**src/rtl/uart_tx_periph.sv**
```systemverilog
// uart_tx_periph: memory-mapped UART transmitter that responds on the CPU data bus.
//
// The CPU pushes bytes into a small circular TX FIFO. A serial FSM sends them LSB first
// as 8N1 frames, or as 8E1 frames when UART_TX_PARITY_EN is defined. Queued frames go
// out back to back with no idle gap between them.
//
// Register window (16 bytes at BASE_ADDR, word offset data_addr[3:2]):
//   0 DATA   write pushes data_wr[7:0]; reads 0
//   1 STATUS bit0 full, bit1 empty, bit2 busy, bit3 overflow (sticky, write 1 to clear),
//            bit4 parity enabled, bits[15:8] FIFO count
//   2 DIV    bits[15:0] R/W; one bit lasts DIV+1 clk cycles
//   3        reserved; reads 0, writes are ignored
//
// Optional feature macro: UART_TX_PARITY_EN adds an even-parity bit between the data
// bits and the stop bit.
//
// Ports:
//   clk         system clock
//   resetn      synchronous active-low reset
//   data_addr   CPU data address
//   data_wr     CPU write data
//   data_wr_en  CPU byte write enables; any nonzero value is a write cycle
//   sel         combinational window decode
//   data_rd     combinational read data; 0 when sel is low
//   tx          registered serial line; idles high
module uart_tx_periph #(
    parameter logic [31:0] BASE_ADDR   = 32'h20000010,
    parameter int unsigned FIFO_DEPTH  = 8,
    parameter logic [15:0] DEFAULT_DIV = 16'd24
) (
    input  logic        clk,
    input  logic        resetn,
    input  logic [31:0] data_addr,
    input  logic [31:0] data_wr,
    input  logic [3:0]  data_wr_en,
    output logic        sel,
    output logic [31:0] data_rd,
    output logic        tx
);

    localparam int unsigned PtrW = $clog2(FIFO_DEPTH);
    localparam int unsigned CntW = $clog2(FIFO_DEPTH + 1);
    localparam logic [CntW-1:0] FullCount = CntW'(FIFO_DEPTH);

    localparam logic [2:0] StIdle   = 3'd0;
    localparam logic [2:0] StStart  = 3'd1;
    localparam logic [2:0] StData   = 3'd2;
    localparam logic [2:0] StStop   = 3'd4;
`ifdef UART_TX_PARITY_EN
    localparam logic [2:0] StParity = 3'd3;
    localparam logic       ParityEn = 1'b1;
`else
    localparam logic       ParityEn = 1'b0;
`endif

    logic [7:0]      fifo_q [FIFO_DEPTH];
    logic [7:0]      fifo_d [FIFO_DEPTH];
    logic [PtrW-1:0] wr_ptr_q, wr_ptr_d;
    logic [PtrW-1:0] rd_ptr_q, rd_ptr_d;
    logic [CntW-1:0] count_q, count_d;
    logic            overflow_q, overflow_d;
    logic [15:0]     div_q, div_d;
    logic [2:0]      state_q, state_d;
    logic [7:0]      shift_q, shift_d;
    logic [2:0]      bit_idx_q, bit_idx_d;
    logic [15:0]     timer_q, timer_d;
    logic [15:0]     reload_q, reload_d;
    logic            tx_q, tx_d;
`ifdef UART_TX_PARITY_EN
    logic            parity_q, parity_d;
`endif

    logic       wr_cycle;
    logic [1:0] offset;
    logic       push_req;
    logic       push_ok;
    logic       pop;
    logic       start_frame;
    logic       full;
    logic       empty;
    logic       busy;
    logic       bit_done;
    logic [7:0] count_byte;
    logic       unused_bits;

    assign sel        = data_addr[31:4] == BASE_ADDR[31:4];
    assign offset     = data_addr[3:2];
    assign wr_cycle   = sel && (data_wr_en != 4'd0);
    assign push_req   = wr_cycle && (offset == 2'd0);
    assign full       = count_q == FullCount;
    assign empty      = count_q == '0;
    assign busy       = state_q != StIdle;
    assign bit_done   = timer_q == 16'd0;
    assign count_byte = 8'(count_q);
    assign tx         = tx_q;

    // Byte lanes and address bits that no register decodes.
    assign unused_bits = ^{data_addr[1:0], data_wr[31:16]};

    always_comb begin
        state_d     = state_q;
        shift_d     = shift_q;
        bit_idx_d   = bit_idx_q;
        timer_d     = timer_q;
        reload_d    = reload_q;
        tx_d        = tx_q;
        start_frame = 1'b0;
`ifdef UART_TX_PARITY_EN
        parity_d    = parity_q;
`endif

        // Every active bit reloads the period latched at frame start.
        if (state_q != StIdle) begin
            timer_d = bit_done ? reload_q : timer_q - 16'd1;
        end

        case (state_q)
            StIdle: begin
                tx_d = 1'b1;
                if (!empty) begin
                    start_frame = 1'b1;
                end
            end
            StStart: begin
                if (bit_done) begin
                    state_d   = StData;
                    bit_idx_d = 3'd0;
                    tx_d      = shift_q[0];
                end
            end
            StData: begin
                if (bit_done) begin
                    if (bit_idx_q == 3'd7) begin
`ifdef UART_TX_PARITY_EN
                        state_d = StParity;
                        tx_d    = parity_q;
`else
                        state_d = StStop;
                        tx_d    = 1'b1;
`endif
                    end else begin
                        bit_idx_d = bit_idx_q + 3'd1;
                        shift_d   = {1'b0, shift_q[7:1]};
                        tx_d      = shift_q[1];
                    end
                end
            end
`ifdef UART_TX_PARITY_EN
            StParity: begin
                if (bit_done) begin
                    state_d = StStop;
                    tx_d    = 1'b1;
                end
            end
`endif
            StStop: begin
                if (bit_done) begin
                    // Chain straight into the next start bit when more data is queued.
                    if (!empty) begin
                        start_frame = 1'b1;
                    end else begin
                        state_d = StIdle;
                        tx_d    = 1'b1;
                    end
                end
            end
            default: begin
                state_d = StIdle;
                tx_d    = 1'b1;
            end
        endcase

        if (start_frame) begin
            state_d  = StStart;
            shift_d  = fifo_q[rd_ptr_q];
            reload_d = div_q;
            timer_d  = div_q;
            tx_d     = 1'b0;
`ifdef UART_TX_PARITY_EN
            parity_d = ^fifo_q[rd_ptr_q];
`endif
        end
    end

    assign pop = start_frame;

    always_comb begin
        fifo_d     = fifo_q;
        wr_ptr_d   = wr_ptr_q;
        rd_ptr_d   = rd_ptr_q;
        count_d    = count_q;
        overflow_d = overflow_q;
        div_d      = div_q;

        // A pop in the same cycle frees a slot, so a push into a full FIFO still lands.
        push_ok = push_req && (!full || pop);

        if (push_req && full && !pop) begin
            overflow_d = 1'b1;
        end
        if (push_ok) begin
            fifo_d[wr_ptr_q] = data_wr[7:0];
            wr_ptr_d         = wr_ptr_q + PtrW'(1);
        end
        if (pop) begin
            rd_ptr_d = rd_ptr_q + PtrW'(1);
        end

        case ({push_ok, pop})
            2'b10:   count_d = count_q + CntW'(1);
            2'b01:   count_d = count_q - CntW'(1);
            default: count_d = count_q;
        endcase

        if (wr_cycle) begin
            case (offset)
                2'd1: begin
                    if (data_wr[3]) begin
                        overflow_d = 1'b0;
                    end
                end
                2'd2:    div_d = data_wr[15:0];
                default: ;
            endcase
        end
    end

    always_comb begin
        data_rd = 32'd0;
        if (sel) begin
            case (offset)
                2'd1: data_rd = {16'd0, count_byte, 3'd0, ParityEn, overflow_q, busy, empty, full};
                2'd2: data_rd = {16'd0, div_q};
                default: data_rd = 32'd0;
            endcase
        end
    end

    // FIFO storage needs no reset; the pointers and count define its valid contents.
    always_ff @(posedge clk) begin
        fifo_q <= fifo_d;
    end

    always_ff @(posedge clk) begin
        if (!resetn) begin
            wr_ptr_q   <= '0;
            rd_ptr_q   <= '0;
            count_q    <= '0;
            overflow_q <= 1'b0;
            div_q      <= DEFAULT_DIV;
            state_q    <= StIdle;
            shift_q    <= 8'd0;
            bit_idx_q  <= 3'd0;
            timer_q    <= 16'd0;
            reload_q   <= 16'd0;
            tx_q       <= 1'b1;
`ifdef UART_TX_PARITY_EN
            parity_q   <= 1'b0;
`endif
        end else begin
            wr_ptr_q   <= wr_ptr_d;
            rd_ptr_q   <= rd_ptr_d;
            count_q    <= count_d;
            overflow_q <= overflow_d;
            div_q      <= div_d;
            state_q    <= state_d;
            shift_q    <= shift_d;
            bit_idx_q  <= bit_idx_d;
            timer_q    <= timer_d;
            reload_q   <= reload_d;
            tx_q       <= tx_d;
`ifdef UART_TX_PARITY_EN
            parity_q   <= parity_d;
`endif
        end
    end

endmodule

```
**config.mk**
```make
export PLATFORM = sky130hd
export DESIGN_NAME = uart_tx_periph
export DESIGN_NICKNAME = d
export VERILOG_FILES = /design/src/rtl/uart_tx_periph.sv
export SDC_FILE = /design/constraint.sdc
export NUM_CORES = 1
export LEC_CHECK = 0
export CAP_MARGIN = 15
export CORE_MARGIN = 8
export CORE_UTILIZATION = 54
export DETAILED_ROUTE_END_ITERATION = 8
export PLACE_DENSITY = 0.81
export SYNTH_ARGS = -nofsm -noshare
export SYNTH_HDL_FRONTEND = slang
export SYNTH_SLANG_ARGS = --single-unit
```
**constraint.sdc**
```tcl
create_clock -name clk -period 3.25 [get_ports clk]
set_clock_uncertainty 0.1 [all_clocks]
set_input_delay 0.4875 -clock clk [delete_from_list [all_inputs] [get_ports clk]]
set_output_delay 0.4875 -clock clk [all_outputs]
set_load 0.02 [all_outputs]
```
## Word level (Yosys, flattened, before mapping)

Cells that the tools add are included.

- Logic and storage cells: 124
- Register bits: 138
- Bits of input ports: 70

- Magnitude comparators: 3
- Bitwise operators: 4
- Reduce and logical (&&, ||, !) cells: 27
- Add/subtract/negate cells: 6
- Equal/unequal tests: 23
- Multiplexer cells: 41

Operators with widths:

| kind | number |
|---|---|
| $bwmux W64 | 1 |
| $mux W16 | 4 |
| $mux W8 | 7 |
| $pmux W16 S2 | 1 |
| $eq A28 B26 Y1 const B | 1 |
| $bmux W8 S3 | 1 |
| $demux W8 S3 | 1 |
| $mux W3 | 8 |
| $logic_not A16 Y1 | 1 |
| $ne A2 B2 Y1 const B | 8 |
| $sub A16 B1 Y16 const B | 1 |
| $ne A3 B3 Y1 const B | 5 |
| $mux W1 | 13 |
| $pmux W3 S4 | 1 |
| $reduce_and A6 Y1 | 2 |
| $reduce_bool A2 Y1 | 5 |
| $add A3 B1 Y3 const B | 3 |
| $ge A4 B4 Y1 const B | 2 |
| $not A3 Y4 | 2 |
| $pmux W4 S2 | 1 |
| $reduce_and A4 Y1 | 2 |
| $eq A3 B3 Y1 const B | 2 |
| $logic_and A1 B1 Y1 | 6 |
| $pmux W3 S2 | 1 |
| other kinds (21) | 25 |

## Depth between registers and ports, before layout

- Word-level depth: 10
- Mapped depth: 12
- Mapped depth without buffers: 11

## Worst setup path before layout

No wires, ideal clock.

- Path type: input port to flip-flop
- Start point: input port data_addr[5]
- End point: register fifo_q[56] (netlist bit), enable pin
- Path slack: 0.268 ns
- Stages: 5
- Arrival time: 2.487 ns
- Path through: nor4b_1 nand4_1 nor4b_2 o21ai_2 nor4_1

- Longest elaborated chain between the ends: 4

RTL lines:

| item | line | text |
|---|---|---|
| start, declared | 33 | `input logic [31:0] data_addr,` |
| $eq A28 B26 Y1 | 86 | `assign sel = data_addr[31:4] == BASE_ADDR[31:4];` |
| $logic_and A1 B1 Y1 | 88 | `assign wr_cycle = sel && (data_wr_en != 4'd0);` |
| $logic_and A1 B1 Y1 | 89 | `assign push_req = wr_cycle && (offset == 2'd0);` |
| $logic_and A1 B1 Y1 | 196 | `push_ok = push_req && (!full \|\| pop);` |
| end signal, assigned | 241 | `fifo_q <= fifo_d;` |
| end, declared | 56 | `logic [7:0] fifo_q [FIFO_DEPTH];` |

No other way between the ends.
A chain may end at the register's enable or synchronous reset.

## Worst setup path in the final report

- Start point: input port data_addr[19]
- End point: output port data_rd[9]

- Longest elaborated chain between the ends: 2

RTL lines:

| item | line | text |
|---|---|---|
| $eq A28 B26 Y1 | 86 |  |
| $mux W16 | 230 | `if (sel) begin` |
| end, declared | 37 | `output logic [31:0] data_rd,` |

No other way between the ends.

==> flow_results.org <==
** CTS
- The number of clock buffers added by TritonCTS is 17.
- Clk Latency, worst-skew pair :: 0.42 ns
- The clock drives 138 sinks.
- Maximum clock insertion buffer count :: 2
- TritonCTS built the clock tree.
- Clock tree synthesis selected as its root buffer the cell clkbuf_16.
- Clock transition time at the flip-flop clock pins of the worst setup and hold paths :: 0.06 ns
- CTS HTree Levels :: 4

** Yosys
- Mean instance size in the synthesized netlist :: 10.5 sq um
- Number of flops mapped to enable cells by yosys :: 64
- Share of synthesized registers carrying an async set or reset :: 0
- The Yosys step of the flow raised 0 warnings.
- edfxtp_1 takes more of the synthesized area than any other cell.
- Seq cells post-synth :: 138
- The share of synthesized area in the top cell type comes to 0.303.
- Netlist cell types :: 62
- After synthesis, the cell types taking the most area are edfxtp_1, dfxtp_1, mux4_2.
- Synthesized cell area :: 0.00635 sq mm
- Fraction of the yosys area taken by sequential cells :: 0.536
- In the synthesized netlist, the number of instances is 604.
- Among all flip-flop cells after synthesis, the most frequent one is dfxtp_1.

** Critical path
- Type of element launching the critical path :: primary input
- Following the worst setup path forward leads to its endpoint at data_rd[9].
- Internal reg-to-reg setup slack :: 0.08 ns
- The worst setup path is captured at a primary output.
- Required time at the worst-slack endpoint :: 2.66 ns
- Data on the critical path arrives at its endpoint at 2.60 ns.
- Endpoint of the most critical register-to-register path :: count_q[2]
- Class of the most critical setup path :: primary input to primary output
- Logic depth of the worst register-to-register path :: 9
- CP startpoint :: data_addr[19]
- The worst register-to-register path begins at timer_q[7].
- Critical-path maximum fanout :: 8

** Placed design
- At the end of routability-driven placement, the weighted congestion stood at 0.822.
- Detailed placement ended at an HPWL of 10700 um.
- Count of input and output buffers :: 69
- In this run the cell area measured after placement is 0.00719 sq mm.
- Number of placed instances with taps included :: 804

** Layout
- Fill cells in the final layout number 800.
- Footprint of the multi-input gates :: 0.00274 sq mm
- 0 antenna diodes ended up in the layout.
- In the layout the commonest cells are nand2_1, dfxtp_1, edfxtp_1.
- Synth-to-Final Area Change :: 23.4%
- Total number of nets in the final design :: 760
- In the final layout, the share of cells above drive strength 1 is 0.148.
- The finished layout holds 837 standard cells, fillers aside.
- Final design area excluding fillers :: 0.00784 sq mm
- Summing all flip-flop and latch instances after layout gives 0.00340 sq mm.
- Leading cell type in the layout, fill and taps excluded :: nand2_1

** Hold path
- Path type of the worst min-delay path :: flop to flop

** Global routing
- Across every metal layer, demand over resource in global routing totals 0.204.
- The first global-routing pass estimated 25800 um of wire.
- For met3 alone, demand over resource in global routing was 0.0660.
- Number of global-route vias before repair :: 5085
- The initial antenna violation count is 0.
- Entering global routing, the biggest net connects 51 pins.
- In the global route stage, met1 resource usage came out at 0.235.
- The layer flagged by global routing as most heavily used is met2.
- Global Route met2 Usage :: 0.348
- For this run the aggregate overflow at the end of global routing stands at 0.

** STA
- Minimum clock period after layout :: 3.18 ns
- Final number of max-transition violations :: 0
- Hold Violations, Final :: 0
- Max transition margin :: 0.402
- Based on the critical path, the design can be clocked at up to 314 MHz.
- Period utilisation layout :: 0.979
- Slew at the pin closest to its max-slew limit :: 0.896 ns
- Setup violations remaining at the end of the flow were counted as 0.

** Detailed routing
- In the routed design, unresolved DRC markers number 0.
- Number of vias in the routed layout :: 5187
- Dividing the detail-routed via count by the number of cells gives 6.20.
- Wires add up to 16200 um.
- In the final routed layout, each cell accounts on average for 19.4 um.
- Remaining antenna violation count :: 0
- First drt pass iteration count :: 7
- In this run, the number of DRC markers left after iteration 0 of detailed routing was 477.

** Floorplan
- Initial core utilization :: 0.554
- Area of the die :: 0.0155 sq mm
- From bottom edge to top edge, the die measures 124 um.
- Row generation in the floorplan step produced 39 rows.
- 104 I/O pins were placed.
- Measured along the x axis, the die boundary spans 124 um.
- The region available for standard cell placement spans 0.0115 sq mm.

** Pwr
- Dividing total power by cell area gives a power density of 791 mW/mm^2.
- The worst-case IR drop observed on VDD is 0.434 mV.
- Summed over all cells, the static leakage comes to 2.96 nW.

** Outcome
- Result of the run :: completed

** Job
- Max capacitance violation total :: 0
-- flip-flops by register name (all words and copies together) (netlist names) --
register and flops:
fifo_q 64, div_q 16, reload_q 16, timer_q 16, shift_q 8, count_q 4, bit_idx_q 3, rd_ptr_q 3
state_q 3, wr_ptr_q 3, overflow_q 1, tx 1
-- per-stage QoR --
| stage | setup slack [ns] | setup TNS (ns) | hold slack, ns | power (W) | utilization |
|---|---|---|---|---|---|
| 2_1_floorplan | 0.268 | 0 | 0.333 | 0.00376 | - |
| 3_3_place_gp | -0.0293 | -0.139 | 0.341 | 0.00420 | 0.627 |
| 3_5_place_dp | -0.0512 | -0.343 | 0.350 | 0.00429 | 0.627 |
| 4_1_cts | 0.0428 | 0 | 0.358 | 0.00616 | 0.678 |
| 5_1_grt | -0.0203 | -0.0383 | 0.375 | 0.00648 | 0.683 |
| 6_report | 0.0673 | 0 | 0.361 | 0.00620 | 0.683 |
-- layout make-up --
cell class              count  area share
flip-flops and latches    138       0.434
well taps                 143      0.0228
multi-input cells         422       0.350
inverters                   7     0.00335
clock buffers              17      0.0543
repair buffers             95       0.116
clock inverters            15      0.0193
-- where the power goes --
part | internal [W] | switching, W | leakage [nW]
logic | 0.000872 | 0.00130 | 1.50
registers | 0.00198 | 0.000196 | 1.18
clock network | 0.00102 | 0.000830 | 0.277
total | 0.00387 | 0.00233 | 2.96
-- synth_stat cells (10+ instances only) --
| library cell | instances |
|---|---|
| nor2_1 | 41 |
| a21oi_1 | 59 |
| and3_1 | 10 |
| o21ai_0 | 28 |
| clkbuf_1 | 23 |
| mux2i_1 | 15 |
| nand2_1 | 94 |
| nor3_1 | 11 |
| nor4_1 | 12 |
| dfxtp_1 | 74 |
| mux4_2 | 16 |
| edfxtp_1 | 64 |
| buf_4 | 16 |
-- routing by layer --
layer  wire, um  vias to the layer above
li1           -                     2348
met1       6170                     2502
met2       8220                      300
met3       1550                       37
met4        301                        0
met5          0                        -
-- worst max-delay path: stages --
cell and delay [ns]:
clkdlybuf4s50_1 0.41, nor4_1 0.41, nand3_1 0.19, nor2_2 0.18, nand2_2 0.15, nor2_1 0.14
clkdlybuf4s50_1 0.63
-- logic make-up after synthesis --
group                      after synthesis  synth area share
AOI/OAI and AO/OA                      137             0.131
buffers and inverters                   59            0.0491
muxes                                   39            0.0946
DFF                                    138             0.536
other                                    1          0.000590
adders and majority gates                9            0.0177
and+or+nand+nor                        216             0.164
xor gates and xnor gates                 5           0.00690
-- what timing repair did --
item	4_1_cts	5_1_grt
pin swaps	1	1
gates resized for setup	2	15
hold buffers	0	0
buffers inserted	1	0
hold endpoints to repair	0	0
endpoints found under the setup margin	11	25
-- worst min path at each step --
stage	from	end	cells after the start
global route	reload_q[12]	reload_q[12]	2
finish	reload_q[11]	reload_q[11]	2
detailed placement	reload_q[6]	reload_q[6]	2
floorplan	reload_q[2]	reload_q[2]	2
CTS	reload_q[6]	reload_q[6]	2
global placement	reload_q[2]	reload_q[2]	2
Note: power is estimated with default switching activity, not from simulation.
